[src/rtl/symbol_error_counter_if.sv]
// Symbol stream and result bus between the error meter and its surroundings.
// The master drives symbols and observes results; the slave is the meter.
interface symbol_error_counter_if #(
   parameter int MAX_DELAY   = 32,
   parameter int WINDOW_LOG2 = 16
);
   logic                         sym_clk_ena;
   logic [1:0]                   tx_syms_i;
   logic [1:0]                   tx_syms_q;
   logic [1:0]                   rx_syms_i;
   logic [1:0]                   rx_syms_q;
   logic                         locked;
   logic [$clog2(MAX_DELAY)-1:0] delay_sel;
   logic [WINDOW_LOG2:0]         error_count_i;
   logic [WINDOW_LOG2:0]         error_count_q;
   logic                         result_valid;

   modport master (
      output sym_clk_ena, tx_syms_i, tx_syms_q, rx_syms_i, rx_syms_q,
      input  locked, delay_sel, error_count_i, error_count_q, result_valid
   );

   modport slave (
      input  sym_clk_ena, tx_syms_i, tx_syms_q, rx_syms_i, rx_syms_q,
      output locked, delay_sel, error_count_i, error_count_q, result_valid
   );
endinterface

[src/rtl/symbol_error_counter.sv]
// Symbol error meter: searches the tx->rx latency over a delay line, then
// counts I/Q symbol errors over fixed windows once aligned.
//
// state   | meaning
// SEARCH  | trying delay candidate delay_sel for SEARCH_LEN symbols
// MEASURE | aligned; accumulating errors over 2^WINDOW_LOG2 symbol windows
module symbol_error_counter #(
   parameter int MAX_DELAY     = 32,
   parameter int SEARCH_LEN    = 64,
   parameter int SEARCH_THRESH = 4,
   parameter int WINDOW_LOG2   = 16,
   parameter int LOSS_THRESH   = 1024
) (
   input  logic                  clk,
   input  logic                  reset,
   symbol_error_counter_if.slave bus
);
   localparam int DW  = $clog2(MAX_DELAY);
   localparam int CW  = WINDOW_LOG2 + 1;
   localparam int SCW = (SEARCH_LEN > 1) ? $clog2(SEARCH_LEN) : 1;
   localparam int SEW = $clog2(SEARCH_LEN + 1);

   localparam logic [SCW-1:0] SEARCH_LAST = SCW'(SEARCH_LEN - 1);
   localparam logic [SEW-1:0] SEARCH_TH   = SEW'(SEARCH_THRESH);
   localparam logic [CW-1:0]  LOSS_TH     = CW'(LOSS_THRESH);

   typedef enum logic {SEARCH, MEASURE} state_t;

   state_t                 state, state_nxt;
   logic [3:0]             line [MAX_DELAY];
   logic [DW-1:0]          delay_sel;
   logic [SCW-1:0]         search_cnt;
   logic [SEW-1:0]         search_err;
   logic [WINDOW_LOG2-1:0] win_cnt;
   logic [CW-1:0]          acc_i, acc_q, acc_c;
   logic [CW-1:0]          err_cnt_i, err_cnt_q;
   logic                   result_valid;

   logic [3:0]     ref_sym;
   logic           err_i, err_q, err_c;
   logic [SEW-1:0] search_tot;
   logic [CW-1:0]  tot_i, tot_q, tot_c;
   logic           search_end, win_end;
   logic           search_fail, window_done, advance;

   assign ref_sym    = line[delay_sel];
   assign err_i      = (ref_sym[3:2] != bus.rx_syms_i);
   assign err_q      = (ref_sym[1:0] != bus.rx_syms_q);
   assign err_c      = err_i | err_q;
   assign search_tot = search_err + SEW'(err_c);
   assign tot_i      = acc_i + CW'(err_i);
   assign tot_q      = acc_q + CW'(err_q);
   assign tot_c      = acc_c + CW'(err_c);
   assign search_end = (search_cnt == SEARCH_LAST);
   assign win_end    = &win_cnt;

   always_comb begin
      state_nxt   = state;
      search_fail = 1'b0;
      window_done = 1'b0;
      if (bus.sym_clk_ena) begin
         case (state)
            SEARCH: begin
               if (search_end) begin
                  if (search_tot <= SEARCH_TH) state_nxt = MEASURE;
                  else                         search_fail = 1'b1;
               end
            end
            MEASURE: begin
               if (win_end) begin
                  window_done = 1'b1;
                  if (tot_c > LOSS_TH) state_nxt = SEARCH;
               end
            end
            default: state_nxt = SEARCH;
         endcase
      end
   end

   // A failed candidate or a lost lock both move on to the next delay.
   assign advance = search_fail | (window_done & (state_nxt == SEARCH));

   always_ff @(posedge clk) begin
      if (reset) begin
         state        <= SEARCH;
         delay_sel    <= '0;
         search_cnt   <= '0;
         search_err   <= '0;
         win_cnt      <= '0;
         acc_i        <= '0;
         acc_q        <= '0;
         acc_c        <= '0;
         err_cnt_i    <= '0;
         err_cnt_q    <= '0;
         result_valid <= 1'b0;
      end else begin
         state        <= state_nxt;
         result_valid <= window_done;
         if (advance) delay_sel <= delay_sel + 1'b1;
         if (bus.sym_clk_ena) begin
            if (state == SEARCH && !search_end) begin
               search_cnt <= search_cnt + 1'b1;
               search_err <= search_tot;
            end else begin
               search_cnt <= '0;
               search_err <= '0;
            end
            if (state == MEASURE && !win_end) begin
               win_cnt <= win_cnt + 1'b1;
               acc_i   <= tot_i;
               acc_q   <= tot_q;
               acc_c   <= tot_c;
            end else begin
               win_cnt <= '0;
               acc_i   <= '0;
               acc_q   <= '0;
               acc_c   <= '0;
            end
            if (window_done) begin
               err_cnt_i <= tot_i;
               err_cnt_q <= tot_q;
            end
         end
      end
   end

   // Contents survive candidate changes; only reset clears them.
   always_ff @(posedge clk) begin
      if (reset) begin
         for (int k = 0; k < MAX_DELAY; k++) line[k] <= '0;
      end else if (bus.sym_clk_ena) begin
         line[0] <= {bus.tx_syms_i, bus.tx_syms_q};
         for (int k = 1; k < MAX_DELAY; k++) line[k] <= line[k-1];
      end
   end

   assign bus.locked        = (state == MEASURE);
   assign bus.delay_sel     = delay_sel;
   assign bus.error_count_i = err_cnt_i;
   assign bus.error_count_q = err_cnt_q;
   assign bus.result_valid  = result_valid;
endmodule

[src/flat_wrapper.sv]
// flat-port wrapper written by rule: the top's interface ports become plain ports
module symbol_error_counter_flat 
#(
   parameter int MAX_DELAY     = 32,
   parameter int SEARCH_LEN    = 64,
   parameter int SEARCH_THRESH = 4,
   parameter int WINDOW_LOG2   = 16,
   parameter int LOSS_THRESH   = 1024
)
  (clk, reset, bus_sym_clk_ena, bus_tx_syms_i, bus_tx_syms_q, bus_rx_syms_i, bus_rx_syms_q, bus_locked, bus_delay_sel, bus_error_count_i, bus_error_count_q, bus_result_valid);
  symbol_error_counter_if #(.MAX_DELAY(MAX_DELAY), .WINDOW_LOG2(WINDOW_LOG2)) bus_i ();
  input  logic clk;
  input  logic reset;
  input wire logic [$bits(bus_i.sym_clk_ena)-1:0] bus_sym_clk_ena;
  input wire logic [$bits(bus_i.tx_syms_i)-1:0] bus_tx_syms_i;
  input wire logic [$bits(bus_i.tx_syms_q)-1:0] bus_tx_syms_q;
  input wire logic [$bits(bus_i.rx_syms_i)-1:0] bus_rx_syms_i;
  input wire logic [$bits(bus_i.rx_syms_q)-1:0] bus_rx_syms_q;
  output wire logic [$bits(bus_i.locked)-1:0] bus_locked;
  output wire logic [$bits(bus_i.delay_sel)-1:0] bus_delay_sel;
  output wire logic [$bits(bus_i.error_count_i)-1:0] bus_error_count_i;
  output wire logic [$bits(bus_i.error_count_q)-1:0] bus_error_count_q;
  output wire logic [$bits(bus_i.result_valid)-1:0] bus_result_valid;
  assign bus_i.sym_clk_ena = bus_sym_clk_ena;
  assign bus_i.tx_syms_i = bus_tx_syms_i;
  assign bus_i.tx_syms_q = bus_tx_syms_q;
  assign bus_i.rx_syms_i = bus_rx_syms_i;
  assign bus_i.rx_syms_q = bus_rx_syms_q;
  assign bus_locked = bus_i.locked;
  assign bus_delay_sel = bus_i.delay_sel;
  assign bus_error_count_i = bus_i.error_count_i;
  assign bus_error_count_q = bus_i.error_count_q;
  assign bus_result_valid = bus_i.result_valid;
  symbol_error_counter #(.MAX_DELAY(MAX_DELAY), .SEARCH_LEN(SEARCH_LEN), .SEARCH_THRESH(SEARCH_THRESH), .WINDOW_LOG2(WINDOW_LOG2), .LOSS_THRESH(LOSS_THRESH)) u_core (.clk(clk), .reset(reset), .bus(bus_i));
endmodule
[config.mk]
export PLATFORM = sky130hd
export DESIGN_NAME = symbol_error_counter_flat
export DESIGN_NICKNAME = d
export VERILOG_FILES = /design/src/rtl/symbol_error_counter_if.sv /design/src/rtl/symbol_error_counter.sv /design/src/flat_wrapper.sv
export SDC_FILE = /design/constraint.sdc
export NUM_CORES = 1
export LEC_CHECK = 0
export CORE_MARGIN = 4
export CORE_UTILIZATION = 39
export DETAILED_ROUTE_END_ITERATION = 7
export PLACE_DENSITY_LB_ADDON = 0.15
export SYNTH_ARGS = -nofsm -noshare
export SYNTH_HDL_FRONTEND = slang
export SYNTH_SLANG_ARGS = --single-unit
[constraint.sdc]
create_clock -name clk -period 5.8 [get_ports clk]
set_input_delay 0.58 -clock clk [delete_from_list [all_inputs] [get_ports clk]]
set_output_delay 0.58 -clock clk [all_outputs]
set_load 0.1 [all_outputs]
Yosys cells after proc, flatten, opt, wreduce, memory -nomap -nowiden
Memory sizes are Yosys's and may differ from the RTL's. A register that Yosys moved wholly into a read port is not among the register bits.
Index checks and enable logic that the tools add are counted.
{"block": "totals", "regBits": 121, "ram_bits": 128, "output_inout_bits": 41, "elab_cells": 125, "n_memories": 1}
{"block": "classes", "add_sub_neg": 7, "n_lt_le_gt_ge": 2, "eq_ne": 3, "n_mux": 58, "bitwise": 37, "n_reduce_logical": 6}
{"memory": "u_core.line", "depth": 32, "width": 4, "read_ports": 32, "rd_ports_with_merged_regs": 1, "wr": 32, "line_no": "symbol_error_counter.sv:30", "rtl": "logic [3:0] line [MAX_DELAY];"}
{"op": "4-bit 2-to-1 mux", "n": 32}
{"op": "17-bit by 1-bit adder with 17-bit output", "n": 3}
{"op": "17-bit 2-to-1 mux", "n": 3}
{"op": "1-bit bitwise OR", "n": 34}
{"op": "17-bit by 11-bit greater-than comparator with 1-bit output (second input constant)", "n": 1}
{"op": "1-bit 2-to-1 mux", "n": 17}
{"op": "16-bit by 1-bit adder with 16-bit output (second input constant)", "n": 1}
{"op": "16-bit 2-to-1 mux", "n": 1}
{"op": "16-bit AND reduction", "n": 1}
{"op": "5-bit 2-to-1 mux", "n": 2}
{"op": "7-bit by 1-bit adder with 7-bit output", "n": 1}
{"op": "7-bit by 3-bit less-or-equal comparator with 1-bit output (second input constant)", "n": 1}
{"op": "7-bit 2-to-1 mux", "n": 1}
{"op": "6-bit by 1-bit adder with 6-bit output (second input constant)", "n": 1}
{"op": "6-bit == test (second input constant)", "n": 1}
{"op": "6-bit 2-to-1 mux", "n": 1}
{"op": "5-bit by 1-bit adder with 5-bit output (second input constant)", "n": 1}
{"op": "2-bit inequality test", "n": 2}
{"op": "1-bit logical AND", "n": 2}
{"op": "1-bit zero test", "n": 2}
{"op": "1-bit inverter", "n": 2}
{"op": "1-bit case mux with 2 select lines", "n": 1}
{"op": "2-bit AND reduction", "n": 1}
{"op": "1-bit AND", "n": 1}

Depth between registers and ports, before layout
Gate-level depths: netlist of the first run.
{"block": "depth", "word_depth": 13, "ltp_mapped": 17, "depth_no_buf": 15}

Worst setup path after synthesis of the first run
OpenSTA, ideal clock, no wires.
{"block": "synth_path", "path_type": "register to register", "startpoint": "register (tool-made name)", "endpoint": "register (tool-made name)", "setup_time_ps": 123, "arrival_ps": 4425, "t_required_ps": 5677, "slack_ps": 1252, "path_stages_with_launch": 17, "n_path_buf": 2, "synth_period_minus_slack_ps": 4548, "cell_sequence": "dfxtp_1 buf_2 buf_2 mux4_2 mux4_2 mux2i_1 or2_2 nand3_1 or2_1 ha_1 ha_1 or2_2 maj3_1 o22ai_1 o22ai_1 a221o_1 mux2_1"}

==> results of run 1 <==
==> kinds of logic after synthesis <==
logic type | count (synthesis) | synth area share
AOI/OAI and AO/OA | 177 | 0.0963
xor gates and xnor gates | 56 | 0.0421
adders and majority gates | 12 | 0.0127
buffers and inverters | 65 | 0.0232
DFF | 254 | 0.546
muxes | 50 | 0.0865
and+or+nand+nor | 429 | 0.193
==> power groups by stage <==
stage	clock (uW)	combinational (uW)	sequential, uW
after CTS	1780	140	1990
after detailed placement	0	140	2030
after floorplan	0	101	2010
after global placement	0	137	2030
final	1730	137	1990
after global routing	1860	153	2000
==> metrics by stage <==
stage          hold WS [ps]   util  worst slack (ps)  std cells
6_report                469  0.453               954       1486
2_1_floorplan           456      -              1250       1043
4_1_cts                 471  0.453               859       1486
5_1_grt                 499  0.453               489       1486
3_5_place_dp            463  0.423               859       1433
3_3_place_gp            463  0.423               903       1433
==> cells in the final DEF (no fill, tap or decap), types with 29 or more instances in the layout <==
cell,count
a211oi_1,29
and2_1,78
and3_1,35
clkbuf_16,29
clkdlybuf4s50_1,50
dfxtp_1,125
edfxtp_1,128
mux4_2,40
nand2_1,80
nor2_1,90
nor2b_1,63
o21ai_0,85
==> per-layer routing <==
layer	GRT usage	share of wire	vias to the layer above
met2	0.227	0.45	125
met5	0	0	-
met4	0.0315	0.016	0
li1	-	-	3848
met1	0.200	0.49	3695
met3	0.0232	0.040	27
==> state kept, by name, summed over array words and instances, names as in the netlist, 7 cells and up, named ones only <==
signal and count:
u_core.acc_c 17, u_core.acc_i 17, u_core.win_cnt 16, u_core.acc_q 17, u_core.search_err 7, u_core.line 128, u_core.bus.error_count_i 17, u_core.bus.error_count_q 17
==> worst register-to-register path, cell delays in order, from the launching register on <==
cell     delay (ps)
dfxtp_2         330
buf_4           300
mux4_2          540
mux4_2          480
mux2i_1         210
xor2_1          170
nand3_1         140
or2_1           270
ha_1            260
ha_1            300
a311o_1         370
o21ai_0          70
a31oi_1         110
o41ai_2         380
a31oi_2         250
o21ai_2         200
mux2_2          340
==> cell type report <==
cell class	count	area (sq um)
inverter	3	13.8
clock inverter	14	96.3
timing repair buffer	62	591
multi-input combinational	724	5040
fill	2814	16200
clock buffer	39	803
sequential	254	6370
tap	390	488
==> worst max path at each step <==
stage,from,endpoint,slack (ps),cells after the start
6_report,flip-flop,u_core.bus.delay_sel[3]$_SDFFE_PP0P_,950,16
5_1_grt,flip-flop,flip-flop,490,16
4_1_cts,flip-flop,u_core.bus.delay_sel[3]$_SDFFE_PP0P_,860,16
3_5_place_dp,flip-flop,u_core.bus.delay_sel[3]$_SDFFE_PP0P_,860,16
3_3_place_gp,flip-flop,u_core.bus.delay_sel[3]$_SDFFE_PP0P_,900,16
2_1_floorplan,flip-flop,flip-flop,1250,16
==> impl_metrics.toml, run 1 <==
[die]
dieArea_sq_um = 32700
die_h_microns = 181
ios = 52
dieWidth_microns = 181
rows = 63
start_util = 0.394
core_area_sq_um = 29600

[setup_path]
r2r-end = "u_core.bus.delay_sel[3]$_SDFFE_PP0P_"
critPathTopFamily = "multiplexers"
path_cells = "buf_4 > mux4_2 > mux4_2 > mux2i_1 > xor2_1 > nand3_1 > or2_1 > ha_1 > ha_1 > a311o_1 > o21ai_0 > a31oi_1 > o41ai_2 > a31oi_2 > o21ai_2 > mux2_2"
path_max_fanout = 16
critPathBufInv = 1
crit_path_top_delay_cell = "mux4_2"
worstRegToRegCells = 16
critPathArrivalTime_ps = 5270
crit_type = "reg -> reg"
rrSetupSlack_ps = 950
critPathRequiredTime_ps = 6220
end_kind = "flip-flop"
setup.worst_path.start_class = "flip-flop"
slowest_delay_ps = 540

[power]
p_comb_frac = 0.036
irDropWorstVdd_v = 0.000174
p_switching_uw = 828
pwr-share-clk = 0.448
p_per_area_nw_per_um2 = 288
power_leakage_uw = 0.00472
p_int_uw = 3030
power_uw = 3860
seq_power_share = 0.516
switching_share = 0.215

[min_path]
worstHoldEndpoint = "u_core.bus.error_count_q[4]$_SDFFE_PP0P_"
min_from = "u_core.bus.error_count_q[4]$_SDFFE_PP0P_"
hold_path_depth = 2
hp-class = "reg -> reg"

[synth]
syn_nets = 1065
netlist_area_sq_um = 11700
ys_types = 56
yosysWarningCount = 0
synth_ff_type = "edfxtp_1"
synth_top_area_cell = "edfxtp_1"
yosys-top-cells-count = "edfxtp_1 (128), dfxtp_1 (126), nor2_1 (92)"
syn_avg_cell_area_sq_um = 11.2
ys_ff_latch = 254
synth_edf_count = 128
synth_top_area_frac = 0.330
seq_area_frac_synth = 0.546
synthTopCellsByArea = "edfxtp_1 (33%), dfxtp_1 (22%), mux4_2 (7.7%)"
syn_inst = 1043
synth-async-reset-ratio = 0
yosysMostFrequentCell = "edfxtp_1"

[global_routing]
grt_pass1_wl_microns = 38600
grt_pass1_vias = 7340
overflow = 0
grt_max_degree = 74
antenna_found_initial = 0
track_usage = 0.140

[sta]
worstMarginPinSlew_ps = 999
finalHoldViolations = 0
setup_violations = 0
final.setup.tns_ps = 0
clock.fmax_mhz = 206
finalCritPeriodShare = 0.835
grt_setup_unrepaired = "no"
skew_ps = 13.7
slew_headroom = 0.332
period_minus_slack_ps = 4850
slew_viol_final = 0

[drt]
via_count = 7695
drt_pass1_iterations = 4
ant_nets = 0
drt_iter0_drc = 419
vias_per_cell = 5.18
drt-total-wl_microns = 23500
wl_per_cell_microns = 15.8
route.detailed.drc = 0

[cts]
holdBufCountCts = 0
cts_sinks = 254
ctsResizeCount = 0
clk_path_buf_depth = 3
clk-insertion-delay-late_ps = 540
cts.reportedPaths.clkPinSlew_ps = 60
cts_made_buffers = 29
cts_root_buf = "clkbuf_16"
cts_tree = "done"
htree_levels = 1
cts_setup_buffers = 0

[run]
drv_cap = 0

[placed_design]
gp_congestion = 0.791
place_area_sq_um = 12500
io_buffers = 51
place.detailed.hpwl_microns = 14500

[cells_and_area]
syn_to_final_growth_pct = 15.0
nNetsFinal = 1096
drive_gt1_frac = 0.109
final_area_sq_um = 13400
diodes = 0

[status]
outcome = "complete, no violations"
Note: power is estimated with default switching activity, not from simulation.
==> run 2: changes to the inputs <==
clock period = 4.9 ns   (was 5.8 ns; I/O delays follow)
==> run 2 against run 1 <==
- wire length increased by 2.4%
- cell count increased by 0.81%
- die area unchanged
- clock power increased by 25%
- critical path depth unchanged
- design area increased by 1.9%
- clock skew increased by 9.2 ps
- via count increased by 1.7%
==> impl_metrics.toml, run 2 (same netlist as run 1, synthesis figures left out) <==
[cells_and_area]
drive_gt1_frac = 0.120
final_common_cell = "edfxtp_1"
top_register = "u_core.line"
postLayoutCoreUtil = 0.462
diodes = 0
largest_register_ff_count = 128
register_area_sq_um = 6370
syn_to_final_growth_pct = 17.3
multi_input_area_sq_um = 5080
final_cell_mix = "edfxtp_1 (128), dfxtp_1 (125), nor2_1 (90)"
n_fill_cell = 2725
nNetsFinal = 1107

[power]
p_switching_uw = 990
p_comb_frac = 0.036
power_leakage_uw = 0.00483
switching_share = 0.211
seq_power_share = 0.503
p_int_uw = 3700
pwr-share-clk = 0.461
irDropWorstVdd_v = 0.000302
p_per_area_nw_per_um2 = 343

[setup_path]
path_max_fanout = 8
worstRegToRegCells = 16
critPathArrivalTime_ps = 5100
cp_common_cell = "mux4_2"
critPathTopFamily = "multiplexers"
path_cells = "buf_12 > mux4_2 > mux4_2 > mux2i_4 > xor2_1 > nand3_1 > or2_1 > ha_1 > ha_2 > nand3_2 > nor4_4 > or3_1 > a221oi_2 > nand2_1 > a221o_1 > mux2_1"
critPathBufInv = 1
end_kind = "flip-flop"
slowest_delay_ps = 510
setup.worst_path.start_class = "flip-flop"
rrSetupSlack_ps = 240
critPathRequiredTime_ps = 5330
crit_path_top_delay_cell = "mux4_2"
crit_type = "reg -> reg"

[die]
dieWidth_microns = 181
ios = 52
die_h_microns = 181
rows = 63
dieArea_sq_um = 32700
start_util = 0.394
core_area_sq_um = 29600

[sta]
period_minus_slack_ps = 4660
fin_ws_ps = 237
worstMarginPinSlew_ps = 989
finalCritPeriodShare = 0.952
hold-worst-slack_ps = 398
clock.fmax_mhz = 214
finalHoldViolations = 0
skew_ps = 22.9
slew_viol_final = 0
slew_headroom = 0.339
setup_violations = 0

[cts]
htree_levels = 1
cts_made_buffers = 29
cts_tree = "done"
cts.reportedPaths.clkPinSlew_ps = 60
clk-insertion-delay-late_ps = 550
clk_path_buf_depth = 3
cts_root_buf = "clkbuf_16"
cts_sinks = 254

[drt]
route.detailed.drc = 0
drt-total-wl_microns = 24000
ant_nets = 0
wl_per_cell_microns = 16.1
drt_pass1_iterations = 5
vias_per_cell = 5.22
drt_iter0_drc = 475
via_count = 7822

[placed_design]
pre_cts_slack_ps = 33.6
io_buffers = 51
place.detailed.hpwl_microns = 14800
gp_congestion = 0.767

[global_routing]
overflow = 0
track_usage = 0.142
grt_pass1_wl_microns = 39400
grt_pass1_vias = 7496
grt_max_degree = 83
antenna_found_initial = 0

[min_path]
worstHoldEndpoint = "u_core.search_cnt[4]$_SDFFE_PP0P_"
min_from = "reset"
hold_path_depth = 2
hp-class = "in -> reg"

[run]
drv_cap = 0

[status]
outcome = "complete, no violations"
==> run 2: what timing repair did <==
action / 4_1_cts / 5_1_grt
hold buffers: 0 / 0
buffers inserted: 0 / 2
setup endpoints to repair: 0 / 10
gates resized for setup: 0 / 12
==> run 2: power by group through the flow <==
stage	registers, uW	clock network [uW]	logic [uW]
2_1_floorplan	2390	0	120
4_1_cts	2360	2240	169
3_3_place_gp	2400	0	165
3_5_place_dp	2400	0	169
5_1_grt	2370	2320	188
6_report	2360	2160	167
==> run 2: cell type report <==
| type | instances | share of cell area |
|---|---|---|
| flip-flops and latches | 254 | 0.466 |
| multi-input cells | 724 | 0.372 |
| clock buffers | 35 | 0.0555 |
| repair buffers | 73 | 0.0555 |
| well taps | 390 | 0.0357 |
| clock inverters | 19 | 0.0139 |
| inverters | 3 | 0.00101 |
==> run 2: worst register-to-register path, cell delays in order (launching register included) <==
cell,delay [ps]
dfxtp_4,420
buf_12,150
mux4_2,500
mux4_2,510
mux2i_4,180
xor2_1,160
nand3_1,130
or2_1,270
ha_1,210
ha_2,230
nand3_2,190
nor4_4,80
or3_1,330
a221oi_2,360
nand2_1,150
a221o_1,380
mux2_1,320
==> run 2: worst max-delay path by stage <==
stage                    from   endpoint  slack [ps]  cells after the start
CTS                 flip-flop  flip-flop          30                     16
floorplan           flip-flop  flip-flop         350                     16
global placement    flip-flop  flip-flop         130                     16
finish              flip-flop  flip-flop         240                     16
detailed placement  flip-flop  flip-flop          30                     16
global route        flip-flop  flip-flop          -1                     17
==> run 2: routing by layer <==
metal | routed length [microns] | GRT usage | vias to the layer above
met1 | 11800 | 0.206 | 3770
met2 | 10900 | 0.224 | 130
met3 | 876 | 0.0228 | 37
li1 | - | - | 3885
met5 | 0 | 0 | -
met4 | 513 | 0.0372 | 0
==> run 2: metrics by stage <==
step / area (sq um) / setup TNS (ps) / std cells / total power (uW)
3_3_place_gp: 12600 / 0 / 1440 / 2570
5_1_grt: 13700 / -0.990 / 1498 / 4880
3_5_place_dp: 12600 / 0 / 1440 / 2570
6_report: 13700 / 0 / 1498 / 4690
4_1_cts: 13500 / 0 / 1494 / 4770
2_1_floorplan: 11700 / 0 / 1043 / 2500
==> run 3: changes to the inputs <==
CORE_ASPECT_RATIO = 1.4   (was unset)
==> run 3 against run 2 <==
- flip-flop and latch count is the same
- first-iteration DRC count down 12%
- register-to-register slack worse by 40 ps
- global-route usage increased by 0.26 points
- setup slack worse by 37 ps
- core utilization grew 0.29 points
- maximum frequency fell by 0.80%
- non-clock buffer count increased by 3
- die area grew 0.12%
- clock-buffer cell count increased by 3
- cell count is 0.80% lower
- design area about the same
- largest cell class unchanged
- largest power group unchanged
- highest routed layer unchanged
==> impl_metrics.toml, run 3 (same netlist as run 1, synthesis figures left out) <==
[status]
outcome = "complete, no violations"

[cts]
holdBufCountCts = 0
clk-insertion-delay-late_ps = 520
clk_path_buf_depth = 3
cts.reportedPaths.clkPinSlew_ps = 60
cts_root_buf = "clkbuf_16"
cts_tree = "done"
htree_levels = 1
cts_made_buffers = 27
cts_sinks = 254

[power]
pwr-share-clk = 0.462
p_switching_uw = 966
switching_share = 0.206
power_leakage_uw = 0.00484
seq_power_share = 0.503
p_comb_frac = 0.035
p_per_area_nw_per_um2 = 343
p_int_uw = 3720
irDropWorstVdd_v = 0.000312

[die]
rows = 74
ios = 52
dieArea_sq_um = 32700
core_area_sq_um = 29400
die_h_microns = 213
dieWidth_microns = 154
start_util = 0.397

[min_path]
hp-class = "reg -> reg"

[placed_design]
gp_congestion = 0.795
numPlacedInstances = 1433
place.detailed.hpwl_microns = 15200
io_buffers = 51

[drt]
wl_per_cell_microns = 16.1
met2WireLength_microns = 11600
drt_pass1_iterations = 5
route.detailed.drc = 0
ant_nets = 0
wl_met1_microns = 11200
wl_met3_microns = 872
via_count = 7779
vias_per_cell = 5.23
drt_iter0_drc = 417
drt-total-wl_microns = 24000
routed.top_layer = "met4"

[cells_and_area]
final_common_cell = "edfxtp_1"
largest_register_ff_count = 128
top_register = "u_core.line"
syn_to_final_growth_pct = 17.2
final_cell_mix = "edfxtp_1 (128), dfxtp_1 (125), nor2_1 (90)"
layout.cells.non_filler = 1486
n_fill_cell = 2733
nNetsFinal = 1108
diodes = 0
drive_gt1_frac = 0.127
postLayoutCoreUtil = 0.465

[setup_path]
crit_type = "reg -> reg"
end_kind = "flip-flop"
setup.worst_path.start_class = "flip-flop"
critPathArrivalTime_ps = 5110
path_max_fanout = 12
rrSetupSlack_ps = 200
path_depth = 18
critPathRequiredTime_ps = 5310
crit_path_top_delay_cell = "mux4_2"
critPathBufInv = 3
critPathTopFamily = "multiplexers"
path_cells = "buf_12 > clkbuf_16 > mux4_2 > mux4_2 > mux2i_1 > or2_2 > nand3_1 > or2_4 > ha_1 > ha_2 > a311o_1 > o21ai_0 > a31oi_1 > o41ai_2 > buf_4 > nor3_1 > a221o_1 > mux2_1"
cp_common_cell = "mux4_2"
slowest_delay_ps = 520
worstRegToRegCells = 18

[sta]
finalCritPeriodShare = 0.959
clock.fmax_mhz = 213
skew_ps = 10.8
slew_headroom = 0.307
period_minus_slack_ps = 4700
hold-worst-slack_ps = 457
final.setup.tns_ps = 0
slew_viol_final = 0
finalHoldViolations = 0
worstMarginPinSlew_ps = 1040
setup_violations = 0

[global_routing]
track_usage = 0.145
grt_pass1_wl_microns = 39900
antenna_found_initial = 0
grt_max_degree = 79
overflow = 0
grt_pass1_vias = 7735

[run]
drv_cap = 0
-- run 3: worst min path at each step --
stage / startpoint / to / cells after the start
floorplan: u_core.search_err[0]$_SDFFE_PP0P_ / u_core.search_err[0]$_SDFFE_PP0P_ / 1
global placement: u_core.bus.error_count_q[4]$_SDFFE_PP0P_ / u_core.bus.error_count_q[4]$_SDFFE_PP0P_ / 2
detailed placement: u_core.bus.error_count_i[1]$_SDFFE_PP0P_ / u_core.bus.error_count_i[1]$_SDFFE_PP0P_ / 2
CTS: u_core.bus.error_count_i[1]$_SDFFE_PP0P_ / u_core.bus.error_count_i[1]$_SDFFE_PP0P_ / 2
global route: u_core.bus.error_count_q[1]$_SDFFE_PP0P_ / u_core.bus.error_count_q[1]$_SDFFE_PP0P_ / 2
finish: u_core.bus.error_count_i[1]$_SDFFE_PP0P_ / u_core.bus.error_count_i[1]$_SDFFE_PP0P_ / 2
-- run 3: per-layer routing --
metal	track usage	vias up
met1	0.192	3765
met4	0.0332	0
met3	0.0218	35
met2	0.252	107
met5	0	-
li1	-	3872
-- run 3: layout make-up --
cell class,instances,area [sq um],share of cell area
multi-input cells,724,5070,0.371
clock buffers,38,790,0.0578
inverters,3,13.8,0.00101
repair buffers,76,776,0.0568
flip-flops and latches,254,6370,0.467
well taps,380,475,0.0348
clock inverters,11,159,0.0116
-- run 3: power by group through the flow --
| stage | Clock (uW) | Combinational [uW] | Sequential (uW) |
|---|---|---|---|
| 6_report | 2170 | 165 | 2360 |
| 5_1_grt | 2310 | 183 | 2360 |
| 3_3_place_gp | 0 | 164 | 2400 |
| 4_1_cts | 2230 | 168 | 2360 |
| 3_5_place_dp | 0 | 168 | 2400 |
| 2_1_floorplan | 0 | 120 | 2390 |
-- run 3: what timing repair did --
item / in CTS / in global routing
gates resized for setup: 0 / 8
endpoints found under the setup margin: 0 / 10
hold endpoints to repair: 0 / 0
setup buffers: 0 / 3
-- run 3: per-stage QoR --
| stage | cell area, sq um | worst slack (ps) | total power (uW) |
|---|---|---|---|
| detailed placement | 12600 | 139 | 2570 |
| floorplan | 11700 | 352 | 2500 |
| CTS | 13600 | 103 | 4760 |
| finish | 13700 | 200 | 4690 |
| global route | 13700 | -18.8 | 4860 |
| global placement | 12600 | 215 | 2570 |
-- run 3: worst min-delay path, delay by kind of cell (launching register included) --
kind / cells / cell delay (ps)
compound gates: 1 / 50
flops: 1 / 310
simple gates: 1 / 50
